File: config.mk
export PLATFORM = sky130hd
export DESIGN_NAME = booth_mult_seq
export DESIGN_NICKNAME = d
export VERILOG_FILES = /design/src/rtl/booth_mult_seq_pkg.sv /design/src/rtl/booth_mult_seq_decoder.sv /design/src/rtl/booth_mult_seq.sv
export SDC_FILE = /design/constraint.sdc
export NUM_CORES = 1
export LEC_CHECK = 0
export ABC_AREA = 0
export BUFFER_PORTS_ARGS = -buffer_cell sky130_fd_sc_hd__buf_2
export CAP_MARGIN = 20
export CORE_MARGIN = 4
export CORE_UTILIZATION = 54
export DETAILED_ROUTE_END_ITERATION = 8
export PLACE_DENSITY = 0.78
export SYNTH_ARGS = -nofsm -noshare
export SYNTH_HDL_FRONTEND = slang
export SYNTH_SLANG_ARGS = --single-unit
export TNS_END_PERCENT = 5
File: constraint.sdc
create_clock -name clk -period 5.9 [get_ports clk]
set_clock_uncertainty 0.2 [all_clocks]
set_input_delay 1.18 -clock clk [delete_from_list [all_inputs] [get_ports clk]]
set_output_delay 1.18 -clock clk [all_outputs]
set_load 0.02 [all_outputs]
File: src/rtl/booth_mult_seq_pkg.sv
// Shared types for the sequential radix-4 Booth multiplier: FSM states,
// the Booth digit select encoding and the step-count derivation.
package booth_mult_seq_pkg;

  typedef enum logic [1:0] {
    S_IDLE = 2'd0,
    S_RUN  = 2'd1,
    S_DONE = 2'd2
  } state_t;

  // A radix-4 digit in {0, +-1, +-2}: neg selects inversion, one/two the magnitude.
  typedef struct packed {
    logic neg;
    logic one;
    logic two;
  } booth_digit_t;

  function automatic int booth_steps(input int w);
    return w / 2;
  endfunction

  // Window {y[2k+1], y[2k], y[2k-1]} to digit; 111 and 000 both mean zero.
  function automatic booth_digit_t booth_decode(input logic [2:0] win);
    booth_digit_t d;
    d.neg = win[2] & ~(win[1] & win[0]);
    d.one = win[1] ^ win[0];
    d.two = (win == 3'b011) || (win == 3'b100);
    return d;
  endfunction

endpackage

File: src/rtl/booth_mult_seq_decoder.sv
// Radix-4 Booth digit decoder: selects 0, x or 2x (W+1 bits) and inverts it
// for negative digits; the +1 that completes the negation leaves as cin.
module booth_decoder
  import booth_mult_seq_pkg::*;
#(
  parameter int W = 16
) (
  input  logic [W-1:0] x,
  input  logic [2:0]   window,
  output logic [W:0]   mag,
  output logic         cin
);

  booth_digit_t digit;
  logic [W:0]   sel;

  assign digit = booth_decode(window);

  always_comb begin
    sel = '0;
    if (digit.one) begin
      sel = {x[W-1], x};
    end else if (digit.two) begin
      sel = {x, 1'b0};
    end
  end

  assign mag = digit.neg ? ~sel : sel;
  assign cin = digit.neg;

endmodule

File: src/rtl/booth_mult_seq.sv
// Sequential signed W x W multiplier retiring one radix-4 Booth digit per
// cycle; IDLE -> RUN (STEPS cycles) -> DONE, with valid/ready on both sides.
module booth_mult_seq
  import booth_mult_seq_pkg::*;
#(
  parameter int W = 16  // operand width, even and >= 4
) (
  input  logic           clk,
  input  logic           rst_n,
  input  logic           in_valid,
  output logic           in_ready,
  input  logic [W-1:0]   x_in,
  input  logic [W-1:0]   y_in,
  output logic           out_valid,
  input  logic           out_ready,
  output logic [2*W-1:0] p_out,
  output logic           busy,
  output state_t         fsm_state
);

  localparam int STEPS = booth_steps(W);
  localparam int KW    = $clog2(STEPS);

  // Handshake: a transfer happens on a rising edge where valid and ready are
  // both high; valid never waits on ready, and out_valid/p_out hold until taken.

  state_t         state;
  logic [KW-1:0]  k;
  logic [W-1:0]   x_q;
  logic [W-1:0]   y_q;
  logic [2*W-1:0] acc;

  logic [W:0]     y_ext;
  logic [KW:0]    shamt;
  logic [2:0]     window;
  logic [W:0]     mag;
  logic           cin;
  logic [2*W-1:0] pp;
  logic [2*W-1:0] pp_cin;
  logic [2*W-1:0] acc_next;
  logic           accept;
  logic           last_step;

  // y[-1] = 0 is the appended LSB, so window k starts at bit 2k of y_ext.
  assign y_ext  = {y_q, 1'b0};
  assign shamt  = {k, 1'b0};
  assign window = y_ext[shamt +: 3];

  booth_decoder #(.W(W)) u_dec (
    .x      (x_q),
    .window (window),
    .mag    (mag),
    .cin    (cin)
  );

  // Inverted magnitude plus a carry at bit 2k forms the negative digit.
  assign pp       = {{(W-1){mag[W]}}, mag} << shamt;
  assign pp_cin   = {{(2*W-1){1'b0}}, cin} << shamt;
  assign acc_next = acc + pp + pp_cin;

  assign in_ready  = (state == S_IDLE) || ((state == S_DONE) && out_ready);
  assign accept    = in_valid && in_ready;
  assign last_step = (k == KW'(STEPS - 1));

  assign p_out     = acc;
  assign busy      = (state != S_IDLE);
  assign fsm_state = state;

  always_ff @(posedge clk) begin
    if (!rst_n) begin
      state     <= S_IDLE;
      k         <= '0;
      x_q       <= '0;
      y_q       <= '0;
      acc       <= '0;
      out_valid <= 1'b0;
    end else begin
      case (state)
        S_IDLE: begin
          if (accept) begin
            x_q   <= x_in;
            y_q   <= y_in;
            acc   <= '0;
            k     <= '0;
            state <= S_RUN;
          end
        end
        S_RUN: begin
          acc <= acc_next;
          if (last_step) begin
            k         <= '0;
            state     <= S_DONE;
            out_valid <= 1'b1;
          end else begin
            k <= k + KW'(1);
          end
        end
        S_DONE: begin
          if (out_ready) begin
            out_valid <= 1'b0;
            if (in_valid) begin
              x_q   <= x_in;
              y_q   <= y_in;
              acc   <= '0;
              k     <= '0;
              state <= S_RUN;
            end else begin
              state <= S_IDLE;
            end
          end
        end
        default: begin
          state     <= S_IDLE;
          out_valid <= 1'b0;
        end
      endcase
    end
  end

endmodule
==> After elaboration in Yosys (flattened, before gate mapping) <==
Index checks and enable logic that the tools add are counted.
{ "op_classes": {"n_addsub": 3, "bitwise_logic": 6, "n_reduce_logical": 12, "muxes": 28, "shift": 3, "eq_ne": 9} }
{ "op_table": {"columns": ["op", "count"], "rows": [
  ["2-to-1 mux 16 bit", 6],
  ["2-to-1 mux 32 bit", 3],
  ["one-hot mux 32 bit (3 select lines)", 1],
  ["adder 32 bit", 2],
  ["one-hot mux 16 bit (2 select lines)", 2],
  ["2-to-1 mux 17 bit", 3],
  ["<< shifter 1 x 4 -> 32 bit", 1],
  ["<< shifter 32 x 4 -> 32 bit", 1],
  ["inverter 17 bit", 1],
  ["variable part select 17 x 5 -> 3 bit", 1],
  ["2-to-1 mux 3 bit", 4],
  ["one-hot mux 3 bit (3 select lines)", 1],
  ["!= test 2 bit, second input constant", 4],
  ["AND reduction 4 bit", 2],
  ["equality test 3 bit, second input constant", 2],
  ["2-to-1 mux 2 bit", 3],
  ["one-hot mux 2 bit (3 select lines)", 1],
  ["AND reduction 3 bit", 2],
  ["nonzero test 2 bit", 2],
  ["adder 3 x 1 -> 3 bit, second input constant", 1],
  ["equality test 3 x 2 -> 1 bit, second input constant", 1],
  ["2-to-1 mux 1 bit", 3],
  ["one-hot mux 1 bit (3 select lines)", 1],
  ["nonzero test 3 bit", 1],
  ["8 further kinds", 12]
]} }
{ "word_totals": {"out_inout_bits": 37, "inputBits": 36, "reg_bits": 70} }

==> Longest topological paths before layout <==
{ "logic_depth": {"word_depth": 11, "mapped_depth": 30} }

==> Hierarchy <==
From an unflattened synthesis, not the netlist that was laid out.
{ "hier_totals": {"cells_unflattened": 864, "hier_area_um2": 6416.2} }
{ "modules_own_cells": {"columns": ["module", "area_per_inst_um2", "n_inst", "cells_each", "seq_area_each_um2"], "rows": [
  ["booth_mult_seq", 5464.0, 1, 728, 1401.3],
  ["booth_decoder", 952.2, 1, 136, 0.0]
]} }

==> Worst setup path before layout <==
OpenSTA, ideal clock, no wires.
{ "synth_path": {"path_type": "reg-to-reg", "start": "reg k[0]", "end": "reg acc[31] (netlist: p_out[31])", "n_path_buf": 6, "slack_ns": -0.528, "t_arrival_ns": 6.111, "setup_ns": 0.117, "stages_incl_launch_ff": 29, "cell_sequence": "dfxtp_1 buf_6 clkbuf_1 buf_1 mux2i_1 nor2_1 a31oi_1 o21a_1 ha_1 clkbuf_1 clkbuf_1 buf_2 mux2i_1 mux2i_1 mux2_2 nand2_1 xnor2_1 o22ai_1 fa_1 ha_1 nand2_1 nor3_1 o221ai_1 a2111oi_1 o21ai_0 a41oi_1 xnor2_1 o21bai_1 a22o_1"} }
{ "synth_between": {"elab_chain_cells": 11, "elab_cells_between_ends": 17, "classes_between": "add/sub: 2; eq/ne: 2; shift: 3; mux: 4; bitwise: 5; reduce/logical: 1"} }
{ "synth_lines": {"columns": ["element", "line_no", "rtl"], "rows": [
  ["from (decl)", "booth_mult_seq.sv:28", "logic [KW-1:0] k;"],
  ["from (signal assigned)", "booth_mult_seq.sv:95", "k <= k + KW'(1);"],
  ["variable part select 17 x 5 -> 3 bit", "booth_mult_seq.sv:47", "assign window = y_ext[shamt +: 3];"],
  ["equality test 3 x 2 -> 1 bit / equality test 3 bit (equally long branches)", "booth_mult_seq_pkg.sv:27", "d.two = (win == 3'b011) || (win == 3'b100);"],
  ["logical OR 1 bit", "booth_mult_seq_pkg.sv:27", null],
  ["2-to-1 mux 17 bit", "booth_mult_seq_decoder.sv:23", "end else if (digit.two) begin"],
  ["2-to-1 mux 17 bit", "booth_mult_seq_decoder.sv:21", "if (digit.one) begin"],
  ["inverter 17 bit", "booth_mult_seq_decoder.sv:28", "assign mag = digit.neg ? ~sel : sel;"],
  ["2-to-1 mux 17 bit", "booth_mult_seq_decoder.sv:28", null],
  ["<< shifter 32 x 4 -> 32 bit", "booth_mult_seq.sv:57", "assign pp = {{(W-1){mag[W]}}, mag} << shamt;"],
  ["adder 32 bit", "booth_mult_seq.sv:59", "assign acc_next = acc + pp + pp_cin;"],
  ["adder 32 bit (*)", "booth_mult_seq.sv:59", null],
  ["one-hot mux 32 bit (3 select lines) (*)", "booth_mult_seq.sv:78", "case (state)"],
  ["to (signal assigned)", "booth_mult_seq.sv:89", "acc <= acc_next;"],
  ["to (decl)", "booth_mult_seq.sv:31", "logic [2*W-1:0] acc;"]
]} }
Mark *: on every way between the ends. The rest lies on a longest branch, timed or not.
A chain may end at the register's enable or synchronous reset.

==> Worst setup path in the final report <==
Ends and elaborated chain as after synthesis.

==> flow_summary.ini <==
[status]
status = finished, final reports clean

[route]
avgRoutedWirePerCell_um = 15.5
drc = 0
wl_um = 15200
drtAntennaViolNets = 0
vias = 5674
via_per_inst = 5.81
drtIter0Drc = 462
first_pass_iters = 5

[synthesis]
synthArstFlopShare = 0
avgSynthCellArea_um2 = 7.84
syn_area_um2 = 6040
synth_edf_count = 0
synthCells = 771
ys_warn_count = 0
synth.distinct_cells = 56
syn_nets = 873
synth_flop_cell = dfxtp_1
synth-seq-cells = 70
ys_seq_area_frac = 0.232

[final_layout]
drive_gt1_frac = 0.177
fin_area_um2 = 6840
final_common_cell = nand2_1
syn2layout_area_growth_pct = 13.3
final-seq-area_um2 = 1410
insertedDiodeCount = 0
multi_input_area_um2 = 4470
nFillCells = 953
nets = 933
layout_common_cells = nand2_1 (131), buf_2 (72), dfxtp_1 (69), ha_1 (56), o21ai_0 (55)
instances_no_fill = 976

[critical_path]
reg2reg_from = k[0]
reg2reg_depth = 24
crit_type = flip-flop to flip-flop
arrival_ns = 5.64
crit_path_end_kind = flip-flop
critPathMaxFanout = 7
startpoint = k[0]
regToRegSetupSlack_ns = 0.34
endpoint = p_out[31]
r2r-end = p_out[31]
crit_required_ns = 5.98
start_kind = flip-flop

[global_route]
gr-total-overflow = 0
grt_pass1_wl_um = 24800
antenna_found_initial = 0
grt_max_degree = 61
track_usage = 0.233
grtUsageMet3 = 0.0488
first_global_vias = 5213
busiest_layer = met2
grtUsageMet2 = 0.373
gr-usage-met1 = 0.314

[sta]
tightest_slew_ns = 0.863
slew_violations = 0
slew_headroom = 0.424
whs_ns = 0.271
finalCriticalPeriod_ns = 5.56
period_share = 0.943
timing.fmax_ghz = 0.180
setup_viol = 0
finalHoldViolCount = 0
layout_setup_ws_ns = 0.336

[floorplan]
dieArea_um2 = 12900
coreArea_um2 = 10900
rows = 38
ios = 73
start_util = 0.555
die_x_um = 114
fp.dieH_um = 114

[worst_hold_path]
hp-class = flip-flop to flip-flop

[place]
hpwl_um = 11400
dpl_worst_slack_ns = -0.0696
dp_cells = 959
port-buffer-count = 72
gp_congestion = 0.938
place_area_um2 = 6560

[clocking]
path_clk_slew_ns = 0.08
insertion_delay_ns = 0.38
cts_tree = done
ctsLongestPathBuffers = 2
cts_made_buffers = 9
clkSinkCount = 70
postCtsHoldBufs = 0
htree_levels = 3
root_buffer = clkbuf_8

[pwr]
power_density_nw_per_um2 = 197
leakagePower_nw = 3.00
ir_worst_vdd_v = 0.000164
total_power_w = 0.00135

[run]
maxCapViolCount = 0
logic make-up (layout without fill, tap and decap cells):
kind of cell,after synthesis,in the layout,synth area share
compound gates,219,219,0.229
xor+xnor,48,48,0.0721
fa+ha+maj,66,66,0.148
buf+inv,69,134,0.0447
flops,70,70,0.232
mux,37,37,0.0810
simple gates,262,262,0.194
metrics by stage:
| stage | TNS (ns) | utilization |
|---|---|---|
| after floorplan | 0 | - |
| after global placement | 0 | 0.602 |
| after detailed placement | -0.0853 | 0.602 |
| after CTS | 0 | 0.620 |
| after global routing | -0.0816 | 0.629 |
| final | 0 | 0.629 |
cell type report:
class                      instances  share of cell area
clock inverter                     6             0.00622
clock buffer                      10              0.0201
tap                              140              0.0256
multi-input combinational        632               0.653
sequential                        70               0.205
timing repair buffer              93              0.0762
inverter                          25              0.0137
how the worst min path moves through the flow:
stage,start,end,slack (ns),cells past startpoint
CTS,y_q[6],y_q[6],0.28,2
global route,y_q[2],y_q[2],0.30,2
finish,y_q[6],y_q[6],0.27,2
detailed placement,y_q[6],y_q[6],0.27,2
global placement,y_q[0],y_q[0],0.26,2
floorplan,y_q[12],y_q[12],0.24,2
critical path: stages (launching register included):
cell and delay (ns):
dfxtp_4 0.39, buf_4 0.16, mux2i_1 0.21, nor2_1 0.06
a31oi_1 0.16, o21a_1 0.20, ha_4 0.20, mux4_2 0.52
nand2_1 0.12, xnor2_1 0.09, nor2_1 0.11, a21oi_1 0.08
or2_2 0.32, fa_1 0.50, inv_1 0.05, ha_1 0.32
o21ai_0 0.13, nor2_1 0.24, o221ai_2 0.19, a2111oi_4 0.48
o21ai_2 0.11, a41oi_2 0.18, xnor2_1 0.16, o21bai_1 0.08
a22o_1 0.19
power by group:
group          switching [W]  internal (W)  leakage [nW]
registers          0.0000258      0.000499         0.572
logic               0.000276      0.000189          2.34
clock network       0.000196      0.000165        0.0891
total               0.000499      0.000853          3.00
sequential cells by signal, indices dropped and copies added, names as in the netlist:
register	count
y_q	16
fsm_state	2
p_out	32
k	3
x_q	16
out_valid	1
Yosys cell counts, types with 5 or more instances:
master	number	area, µm²
a21oi_1	48	240
a211oi_1	10	75.1
dfxtp_1	70	1400
o21ai_0	56	280
mux4_2	8	180
clkbuf_1	31	116
ha_1	57	713
xor2_1	12	105
nand3_1	26	130
nor2b_1	12	75.1
nor2_1	42	158
and2_1	15	93.8
a31oi_1	11	68.8
and3_1	8	50.1
a21boi_0	41	308
nand2b_1	11	68.8
inv_1	20	75.1
mux2i_1	23	230
a21o_1	8	60.1
o21bai_1	9	67.6
nand2_1	132	495
o21a_1	5	37.5
nor3_1	5	25.0
xnor2_1	34	298
fa_1	9	180
mux2_2	5	56.3
buf_1	9	33.8
per-layer routing:
layer / share of wire / routed length, µm / vias to the layer above
met5: 0 / 0 / -
met4: 0.016 / 238 / 0
met3: 0.066 / 1000 / 22
met2: 0.46 / 7030 / 195
met1: 0.45 / 6900 / 2622
li1: - / - / 2835
repair_timing:
| action | CTS | global route |
|---|---|---|
| resized for setup | 2 | 19 |
| pin swaps | 0 | 4 |
| buffers inserted | 0 | 1 |
| setup endpoints to repair | 6 | 19 |
Power figures use the tool's default switching activity.
